$ cat src/rtl/clock_set_controller_if.sv
// Bundle of the button inputs, running-time inputs and the edit/alarm
// outputs of clock_set_controller.
//   slave  : controller side (buttons and running time in, edit/alarm out)
//   master : driver side (buttons and running time out, edit/alarm in)
interface clock_set_controller_if;
  logic       btn_mode;
  logic       btn_inc;
  logic [6:0] curr_minutes;
  logic [5:0] curr_hours;
  logic [6:0] edit_minutes;
  logic [5:0] edit_hours;
  logic       time_load;
  logic [6:0] alarm_minutes;
  logic [5:0] alarm_hours;
  logic       alarm_load;
  logic [2:0] mode;

  modport slave (
    input  btn_mode, btn_inc, curr_minutes, curr_hours,
    output edit_minutes, edit_hours, time_load,
           alarm_minutes, alarm_hours, alarm_load, mode
  );

  modport master (
    output btn_mode, btn_inc, curr_minutes, curr_hours,
    input  edit_minutes, edit_hours, time_load,
           alarm_minutes, alarm_hours, alarm_load, mode
  );
endinterface

$ cat src/rtl/clock_set_controller.sv
// Time/alarm setting controller. A mode button walks through hour/minute
// edit of the running time (committed with time_load) and then of the alarm
// (committed with alarm_load). The increment button bumps the field being
// edited, once per press and with auto-repeat while held. An edit left idle
// for TIMEOUT_CYCLES is abandoned without any load.
//
// Ports:
//   clk  : system clock
//   rst  : synchronous reset, active-high
//   bus  : clock_set_controller_if.slave (buttons, running time, edit/alarm
//          fields, load strobes, mode)
//
// state  | meaning
// IDLE   | running, no edit in progress
// T_HOUR | editing time hours
// T_MIN  | editing time minutes
// A_HOUR | editing alarm hours (edit fields reloaded from alarm on entry)
// A_MIN  | editing alarm minutes
module clock_set_controller #(
  parameter int unsigned TIMEOUT_CYCLES = 500000000,
  parameter int unsigned REPEAT_DELAY   = 25000000,
  parameter int unsigned REPEAT_PERIOD  = 10000000
) (
  input  logic                  clk,
  input  logic                  rst,
  clock_set_controller_if.slave bus
);

  localparam int unsigned RPT_MAX = (REPEAT_DELAY > REPEAT_PERIOD) ? REPEAT_DELAY : REPEAT_PERIOD;
  localparam int TO_W  = $clog2(TIMEOUT_CYCLES + 1);
  localparam int RPT_W = $clog2(RPT_MAX + 1);

  typedef enum logic [2:0] {
    IDLE   = 3'd0,
    T_HOUR = 3'd1,
    T_MIN  = 3'd2,
    A_HOUR = 3'd3,
    A_MIN  = 3'd4
  } state_e;

  state_e     state_q, state_d;
  logic [5:0] edit_hr_q, edit_hr_d;
  logic [6:0] edit_min_q, edit_min_d;
  logic [5:0] alarm_hr_q, alarm_hr_d;
  logic [6:0] alarm_min_q, alarm_min_d;
  logic       time_load_q, time_load_d;
  logic       alarm_load_q, alarm_load_d;
  logic       inc_prev_q;
  logic [TO_W-1:0]  to_cnt_q, to_cnt_d;
  logic [RPT_W-1:0] rpt_cnt_q, rpt_cnt_d;
  logic       in_edit;
  logic       inc_req;

  always_ff @(posedge clk) begin
    if (rst) begin
      state_q      <= IDLE;
      edit_hr_q    <= '0;
      edit_min_q   <= '0;
      alarm_hr_q   <= '0;
      alarm_min_q  <= '0;
      time_load_q  <= 1'b0;
      alarm_load_q <= 1'b0;
      inc_prev_q   <= 1'b0;
      to_cnt_q     <= '0;
      rpt_cnt_q    <= '0;
    end else begin
      state_q      <= state_d;
      edit_hr_q    <= edit_hr_d;
      edit_min_q   <= edit_min_d;
      alarm_hr_q   <= alarm_hr_d;
      alarm_min_q  <= alarm_min_d;
      time_load_q  <= time_load_d;
      alarm_load_q <= alarm_load_d;
      inc_prev_q   <= bus.btn_inc;
      to_cnt_q     <= to_cnt_d;
      rpt_cnt_q    <= rpt_cnt_d;
    end
  end

  always_comb begin
    state_d      = state_q;
    edit_hr_d    = edit_hr_q;
    edit_min_d   = edit_min_q;
    alarm_hr_d   = alarm_hr_q;
    alarm_min_d  = alarm_min_q;
    time_load_d  = 1'b0;
    alarm_load_d = 1'b0;
    to_cnt_d     = '0;
    rpt_cnt_d    = '0;
    inc_req      = 1'b0;
    in_edit      = (state_q != IDLE);

    // Press gives one increment and arms the repeat down-counter; terminal
    // count (1) gives another increment and rearms with the repeat period.
    if (in_edit && bus.btn_inc) begin
      if (!inc_prev_q) begin
        inc_req   = 1'b1;
        rpt_cnt_d = RPT_W'(REPEAT_DELAY);
      end else if (rpt_cnt_q == RPT_W'(1)) begin
        inc_req   = 1'b1;
        rpt_cnt_d = RPT_W'(REPEAT_PERIOD);
      end else if (rpt_cnt_q != '0) begin
        rpt_cnt_d = rpt_cnt_q - RPT_W'(1);
      end
    end

    case (state_q)
      IDLE: if (bus.btn_mode) begin
        state_d    = T_HOUR;
        edit_hr_d  = bus.curr_hours;
        edit_min_d = bus.curr_minutes;
      end
      T_HOUR: if (bus.btn_mode) state_d = T_MIN;
      T_MIN: if (bus.btn_mode) begin
        state_d     = A_HOUR;
        time_load_d = 1'b1;
      end
      A_HOUR: if (bus.btn_mode) state_d = A_MIN;
      A_MIN: if (bus.btn_mode) begin
        state_d      = IDLE;
        alarm_hr_d   = edit_hr_q;
        alarm_min_d  = edit_min_q;
        alarm_load_d = 1'b1;
      end
      default: state_d = IDLE;
    endcase

    // edit_* stays at the committed time during the time_load cycle and
    // switches to the alarm value right after it.
    if (time_load_q) begin
      edit_hr_d  = alarm_hr_q;
      edit_min_d = alarm_min_q;
    end else if (in_edit && !bus.btn_mode) begin
      if (inc_req) begin
        if (state_q == T_HOUR || state_q == A_HOUR)
          edit_hr_d = (edit_hr_q == 6'd23) ? 6'd0 : edit_hr_q + 6'd1;
        else
          edit_min_d = (edit_min_q == 7'd59) ? 7'd0 : edit_min_q + 7'd1;
      end else if (to_cnt_q == TO_W'(1)) begin
        state_d = IDLE;
      end
    end

    if (state_d != state_q)
      rpt_cnt_d = '0;

    if (state_d == IDLE)
      to_cnt_d = '0;
    else if (state_d != state_q || bus.btn_mode || inc_req)
      to_cnt_d = TO_W'(TIMEOUT_CYCLES);
    else if (to_cnt_q != '0)
      to_cnt_d = to_cnt_q - TO_W'(1);
  end

  assign bus.mode          = state_q;
  assign bus.edit_hours    = edit_hr_q;
  assign bus.edit_minutes  = edit_min_q;
  assign bus.alarm_hours   = alarm_hr_q;
  assign bus.alarm_minutes = alarm_min_q;
  assign bus.time_load     = time_load_q;
  assign bus.alarm_load    = alarm_load_q;

endmodule

$ cat src/flat_wrapper.sv
// flat-port wrapper written by rule: the top's interface ports become plain ports
module clock_set_controller_flat 
#(
  parameter int unsigned TIMEOUT_CYCLES = 500000000,
  parameter int unsigned REPEAT_DELAY   = 25000000,
  parameter int unsigned REPEAT_PERIOD  = 10000000
)
  (clk, rst, bus_btn_mode, bus_btn_inc, bus_curr_minutes, bus_curr_hours, bus_edit_minutes, bus_edit_hours, bus_time_load, bus_alarm_minutes, bus_alarm_hours, bus_alarm_load, bus_mode);
  clock_set_controller_if bus_i ();
  input  logic clk;
  input  logic rst;
  input wire logic [$bits(bus_i.btn_mode)-1:0] bus_btn_mode;
  input wire logic [$bits(bus_i.btn_inc)-1:0] bus_btn_inc;
  input wire logic [$bits(bus_i.curr_minutes)-1:0] bus_curr_minutes;
  input wire logic [$bits(bus_i.curr_hours)-1:0] bus_curr_hours;
  output wire logic [$bits(bus_i.edit_minutes)-1:0] bus_edit_minutes;
  output wire logic [$bits(bus_i.edit_hours)-1:0] bus_edit_hours;
  output wire logic [$bits(bus_i.time_load)-1:0] bus_time_load;
  output wire logic [$bits(bus_i.alarm_minutes)-1:0] bus_alarm_minutes;
  output wire logic [$bits(bus_i.alarm_hours)-1:0] bus_alarm_hours;
  output wire logic [$bits(bus_i.alarm_load)-1:0] bus_alarm_load;
  output wire logic [$bits(bus_i.mode)-1:0] bus_mode;
  assign bus_i.btn_mode = bus_btn_mode;
  assign bus_i.btn_inc = bus_btn_inc;
  assign bus_i.curr_minutes = bus_curr_minutes;
  assign bus_i.curr_hours = bus_curr_hours;
  assign bus_edit_minutes = bus_i.edit_minutes;
  assign bus_edit_hours = bus_i.edit_hours;
  assign bus_time_load = bus_i.time_load;
  assign bus_alarm_minutes = bus_i.alarm_minutes;
  assign bus_alarm_hours = bus_i.alarm_hours;
  assign bus_alarm_load = bus_i.alarm_load;
  assign bus_mode = bus_i.mode;
  clock_set_controller #(.TIMEOUT_CYCLES(TIMEOUT_CYCLES), .REPEAT_DELAY(REPEAT_DELAY), .REPEAT_PERIOD(REPEAT_PERIOD)) u_core (.clk(clk), .rst(rst), .bus(bus_i));
endmodule
$ cat config.mk
export PLATFORM = sky130hd
export DESIGN_NAME = clock_set_controller_flat
export DESIGN_NICKNAME = d
export VERILOG_FILES = /design/src/rtl/clock_set_controller_if.sv /design/src/rtl/clock_set_controller.sv /design/src/flat_wrapper.sv
export SDC_FILE = /design/constraint.sdc
export NUM_CORES = 1
export LEC_CHECK = 0
export BUFFER_PORTS_ARGS = -buffer_cell sky130_fd_sc_hd__buf_2
export CAP_MARGIN = 0
export CELL_PAD_IN_SITES_DETAIL_PLACEMENT = 1
export CELL_PAD_IN_SITES_GLOBAL_PLACEMENT = 2
export CORE_MARGIN = 4
export CORE_UTILIZATION = 32
export CTS_CLUSTER_DIAMETER = 150
export DETAILED_ROUTE_END_ITERATION = 10
export GPL_ROUTABILITY_DRIVEN = 0
export GPL_TIMING_DRIVEN = 1
export PLACE_DENSITY = 0.87
export SETUP_SLACK_MARGIN = 0.4
export SLEW_MARGIN = 20
export SYNTH_ARGS = -nofsm -noshare
export SYNTH_HDL_FRONTEND = slang
export SYNTH_SLANG_ARGS = --single-unit
$ cat constraint.sdc
create_clock -name clk -period 2.6 [get_ports clk]
set_clock_uncertainty 0.1 [all_clocks]
set_input_delay 0.26 -clock clk [delete_from_list [all_inputs] [get_ports clk]]
set_output_delay 0.26 -clock clk [all_outputs]
set_load 0.05 [all_outputs]
# ---- Word level (Yosys, flattened, before mapping)
# Cells that the tools add are included.
# W data, S select, Z words.
dict set report word_totals {
  register_bits 86
  elab_cells 84
  out_inout_bits 31
  input_bits 17
}
dict set report op_classes {
  reduce_logical 19
  bitwise 6
  addsub 4
  n_eq_ne 9
  mux 33
}
# cell count
set op_table {}
lappend op_table {{$mux W25} 3}
lappend op_table {{$mux W29} 2}
lappend op_table {{$mux W7} 7}
lappend op_table {{$mux W6} 7}
lappend op_table {{$eq A29 B1 Y1 const B} 1}
lappend op_table {{$reduce_bool A29 Y1} 1}
lappend op_table {{$sub A29 B1 Y29 const B} 1}
lappend op_table {{$mux W3} 9}
lappend op_table {{$eq A25 B1 Y1 const B} 1}
lappend op_table {{$reduce_bool A25 Y1} 1}
lappend op_table {{$sub A25 B1 Y25 const B} 1}
lappend op_table {{$pmux W3 S5} 1}
lappend op_table {{$reduce_or A4 Y1} 2}
lappend op_table {{$add A7 B1 Y7 const B} 1}
lappend op_table {{$eq A7 B6 Y1 const B} 1}
lappend op_table {{$add A6 B1 Y6 const B} 1}
lappend op_table {{$eq A3 B2 Y1 const B} 2}
lappend op_table {{$eq A6 B5 Y1 const B} 1}
lappend op_table {{$logic_not A3 Y1} 2}
lappend op_table {{$not A1 Y1} 6}
lappend op_table {{$reduce_or A2 Y1} 3}
lappend op_table {{$reduce_or A6 Y1} 1}
lappend op_table {{$mux W1} 4}
lappend op_table {{$eq A3 B1 Y1 const B} 1}
lappend op_table {{other kinds (8)} 11}

# ---- Depth between registers and ports, before layout
dict set report depth {
  depth_word 11
  mapped_depth 8
  depth_no_buf 7
}

# ---- Worst setup path after synthesis
# No wires, ideal clock.
dict set report synth_timing {
  path_kind {flip-flop to flip-flop}
  start {reg u_core.state_q[2] (netlist: u_core.bus.mode[2])}
  end {reg u_core.edit_min_q[2] (netlist: u_core.bus.edit_minutes[2])}
  stages_incl_launch_ff 9
  required_ps 2372
  setup_slack_ps 71
  period_less_slack_ps 2529
  setup_time_ps 128
  t_arrival_ps 2301
  n_path_buf 3
  path_cell_list {dfxtp_1 clkbuf_1 nor4b_1 clkbuf_1 buf_2 mux2i_1 nor2_1 o21ai_0 o211ai_1}
}
dict set report synth_via {
  elab_chain_cells 6
  word_cells_on_any_way 13
  classes_between {eq/ne: 2; mux: 6; reduce/logical: 5}
}
# element line
set synth_rtl {}
lappend synth_rtl {{start: declaration} clock_set_controller.sv:41} ;# state_e state_q, state_d;
lappend synth_rtl {{start signal: assignment} clock_set_controller.sv:67} ;# state_q <= state_d;
lappend synth_rtl {{$logic_not A3 Y1 (tied with other cells)} clock_set_controller.sv:107} ;# case (state_q)
lappend synth_rtl {{$mux W7 (tied with other cells)} clock_set_controller.sv:107}
lappend synth_rtl {{$mux W7 / $mux W1 (equally long branches)} {clock_set_controller.sv:135, clock_set_controller.sv:95}}
lappend synth_rtl {{$mux W7} clock_set_controller.sv:134} ;# if (inc_req) begin
lappend synth_rtl {{$mux W7 *} clock_set_controller.sv:133} ;# end else if (in_edit && !bus.btn_mode) begin
lappend synth_rtl {{$mux W7 *} clock_set_controller.sv:130} ;# if (time_load_q) begin
lappend synth_rtl {{end signal: assignment} clock_set_controller.sv:69} ;# edit_min_q <= edit_min_d;
lappend synth_rtl {{end: declaration} clock_set_controller.sv:43} ;# logic [6:0] edit_min_q, edit_min_d;
# Mark *: on every way between the ends. The rest lies on a longest branch, timed or not.
# A chain may end at the register's enable or synchronous reset.

# ---- Worst setup path after layout
dict set report layout_timing {
  start {reg u_core.to_cnt_q[21]}
  end {reg u_core.rpt_cnt_q[16]}
}
dict set report layout_via {
  elab_chain_cells 7
}
# element line
set layout_rtl {}
lappend layout_rtl {{start: declaration} clock_set_controller.sv:49} ;# logic [TO_W-1:0] to_cnt_q, to_cnt_d;
lappend layout_rtl {{start signal: assignment} clock_set_controller.sv:75} ;# to_cnt_q <= to_cnt_d;
lappend layout_rtl {{$eq A29 B1 Y1} clock_set_controller.sv:139} ;# end else if (to_cnt_q == TO_W'(1)) begin
lappend layout_rtl {{$mux W3} clock_set_controller.sv:139}
lappend layout_rtl {{$mux W3} clock_set_controller.sv:134}
lappend layout_rtl {{$mux W3} clock_set_controller.sv:133}
lappend layout_rtl {{$mux W3} clock_set_controller.sv:130}
lappend layout_rtl {{$ne A3 B3 Y1} clock_set_controller.sv:144} ;# if (state_d != state_q)
lappend layout_rtl {{$reduce_or A3 Y1 (no line)} --}
lappend layout_rtl {{end signal: assignment} clock_set_controller.sv:76} ;# rpt_cnt_q <= rpt_cnt_d;
lappend layout_rtl {{end: declaration} clock_set_controller.sv:50} ;# logic [RPT_W-1:0] rpt_cnt_q, rpt_cnt_d;
# Every way passes these cells.

==> flow_summary.ini <==
[clock_network]
htree_num_levels = 3
root_buffer = clkbuf_16
cts_tree = yes
ctsHoldBuffers = 0
clk_latency_ns = 0.35
clk_pin_slew_worst_paths_ns = 0.06
numCtsBuffers = 9
clockBufferDepth = 2
cts_num_sinks = 86

[flow_run]
cap_violations = 0

[detailed_routing]
num_vias = 4406
viasPerCell = 5.45
drtIter0Drc = 205
drtPass1Iterations = 4
drt_drc_violations_left = 0
wl_microns = 14000
ant_nets = 0
avgRoutedWirePerCell_microns = 17.3

[cells_and_area]
multiInputGateArea_sq_mm = 0.00288
antennaDiodeCount = 0
fin_util_pct = 41.9
syn2layout_area_growth_pct = 27.8
drive_gt1_share_pct = 27.2
seqCellArea_sq_mm = 0.00174
nets = 648
fillers = 1665

[timing]
worst_pin_slew_ns = 0.679
hold_violations = 0
tns_ns = 0
fin_crit_sh_pct = 91.8
slew_headroom_pct = 54.4
grt_setup_unrepaired = true
fmax_mhz = 419
hold_slack_ns = 0.0731
setup_violations = 0
slew_violations = 0
min_period_ns = 2.39

[global_route]
grt_pass1_vias = 4538
grt_max_degree = 23
grt_pass1_wl_microns = 22900
antenna_found_initial = 1
gr-usage-all-layers_pct = 17.3
grt.overflow.total = 0

[power_and_ir_drop]
clock_power_share_pct = 36.5
p_seq_share_pct = 37.7
swShare_pct = 31.0
p_per_area_mw_per_mm2 = 694
p_total_uw = 4030
power_frac_comb_pct = 25.7
switchingPower_uw = 1250
p_int_uw = 2790
worst_ir_drop_vdd_mv = 0.409
leakagePower_uw = 0.00227

[floorplanning]
die_w_microns = 127
rows = 43
ios = 48
core_area_sq_mm = 0.0139
initial_core_util_pct = 32.8
dieHeight_microns = 127
dieArea_sq_mm = 0.0162

[yosys]
ys_async_sr_fraction_pct = 0
synth_area_leaders = dfxtp_1, xnor2_1, nand2_1
synth_cell_types = 63
synth_area_sq_mm = 0.00455
synth_edf_count = 0
ys_seq_elements = 86
yosysMostFrequentCell = dfxtp_1
synth_top_cell_by_area = dfxtp_1
synth_top_area_share_pct = 37.9
synth_top_cells_by_count = dfxtp_1, nand2_1, nor2_1
synth_top_flop_cell = dfxtp_1
syn_avg_cell_area_sq_um = 8.28
yosysSeqAreaShare_pct = 37.9
yosysWarnings = 0
synthCells = 549
syn_nets = 574

[run_status]
status = completed

[setup_path]
crit_path_max_fanout = 12
cp.arrival_ns = 2.51
critical_path_class = reg -> reg
required_ns = 2.72
cp-end-kind = flop
cp-start-kind = flop

[place]
dp_hpwl_microns = 9400
numPortBuffers = 47

[hold_path]
hold_class = in -> reg
per-layer routing:
layer	vias up	global-route usage, %	share of wire [%]
met2	73	29.2	49
met1	2175	21.3	45
met5	-	0	0.093
met4	2	5.36	1.9
met3	26	4.89	4.1
li1	2130	-	-
cell usage in the layout, fill, tap and decap left out, types with 18 or more instances in the layout:
cell type / Yosys / routed
nor2_1: 53 / 48
o21ai_0: 22 / 18
nor3_1: 21 / 20
a21oi_1: 25 / 20
dfxtp_1: 86 / 79
buf_2: 2 / 47
nor4_1: 23 / 18
xnor2_1: 35 / 35
nand2_1: 66 / 66
buf_4: 0 / 39
layout make-up:
class | instances | share of cell area, %
multi-input combinational | 426 | 49.5
timing repair buffer | 92 | 10.5
clock inverter | 4 | 1.64
inverter | 8 | 0.517
sequential | 86 | 29.9
clock buffer | 12 | 4.07
tap | 180 | 3.88
timing repair:
item | CTS | global route
gates resized for setup | 26 | 37
cloned | 1 | 1
pin swaps | 15 | 12
endpoints found under the hold margin | 0 | 0
buffers inserted | 9 | 9
endpoints found under the setup margin | 70 | 65
flip-flops by register name, indices dropped and copies added (netlist names):
signal and flops:
u_core.bus.alarm_minutes 7, u_core.bus.time_load 1, u_core.inc_prev_q 1, u_core.rpt_cnt_q 25, u_core.bus.edit_minutes 7, u_core.bus.alarm_hours 6, u_core.to_cnt_q 29, u_core.bus.edit_hours 6
u_core.bus.mode 3, u_core.bus.alarm_load 1
critical path: stages, from the launching register on:
cell     delay, ns
dfxtp_2       0.32
or3_4         0.38
or4_1         0.47
or4_4         0.52
o31ai_4       0.24
buf_12        0.19
a31oi_1       0.05
kinds of logic after synthesis:
kind of cell,share of synthesized area [%]
and+or+nand+nor,29.4
AOI/OAI and AO/OA,17.2
DFF,37.9
xor gates and xnor gates,8.86
buffers and inverters,3.60
adders and majority gates,2.20
muxes,0.881
path summary, 6_finish.rpt:
path	from	end	slack [ns]	cells after the start
hold reg to reg	u_core.to_cnt_q[7]$_SDFF_PP0_	u_core.to_cnt_q[7]$_SDFF_PP0_	0.36	2
hold / removal	bus_btn_inc	u_core.inc_prev_q$_SDFF_PP0_	0.07	2
setup reg to reg	u_core.to_cnt_q[21]$_SDFF_PP0_	u_core.rpt_cnt_q[16]$_SDFF_PP0_	0.21	6
setup / recovery	u_core.to_cnt_q[21]$_SDFF_PP0_	u_core.rpt_cnt_q[16]$_SDFF_PP0_	0.21	6
power groups by stage:
stage	Sequential, uW	Combinational [uW]	Clock [uW]
after floorplan	1590	627	0
after global placement	1540	889	0
after detailed placement	1540	917	0
after CTS	1520	980	1510
after global routing	1540	1130	1570
final	1520	1040	1470
through the flow:
step	instances	worst slack [ns]	instance area, sq um
after CTS	798	0.214	5630
after global routing	808	0.129	5810
after floorplan	549	0.193	4590
after detailed placement	772	0.126	5120
after global placement	772	0.189	5120
final	808	0.214	5810
Note: power is estimated with default switching activity, not from simulation.
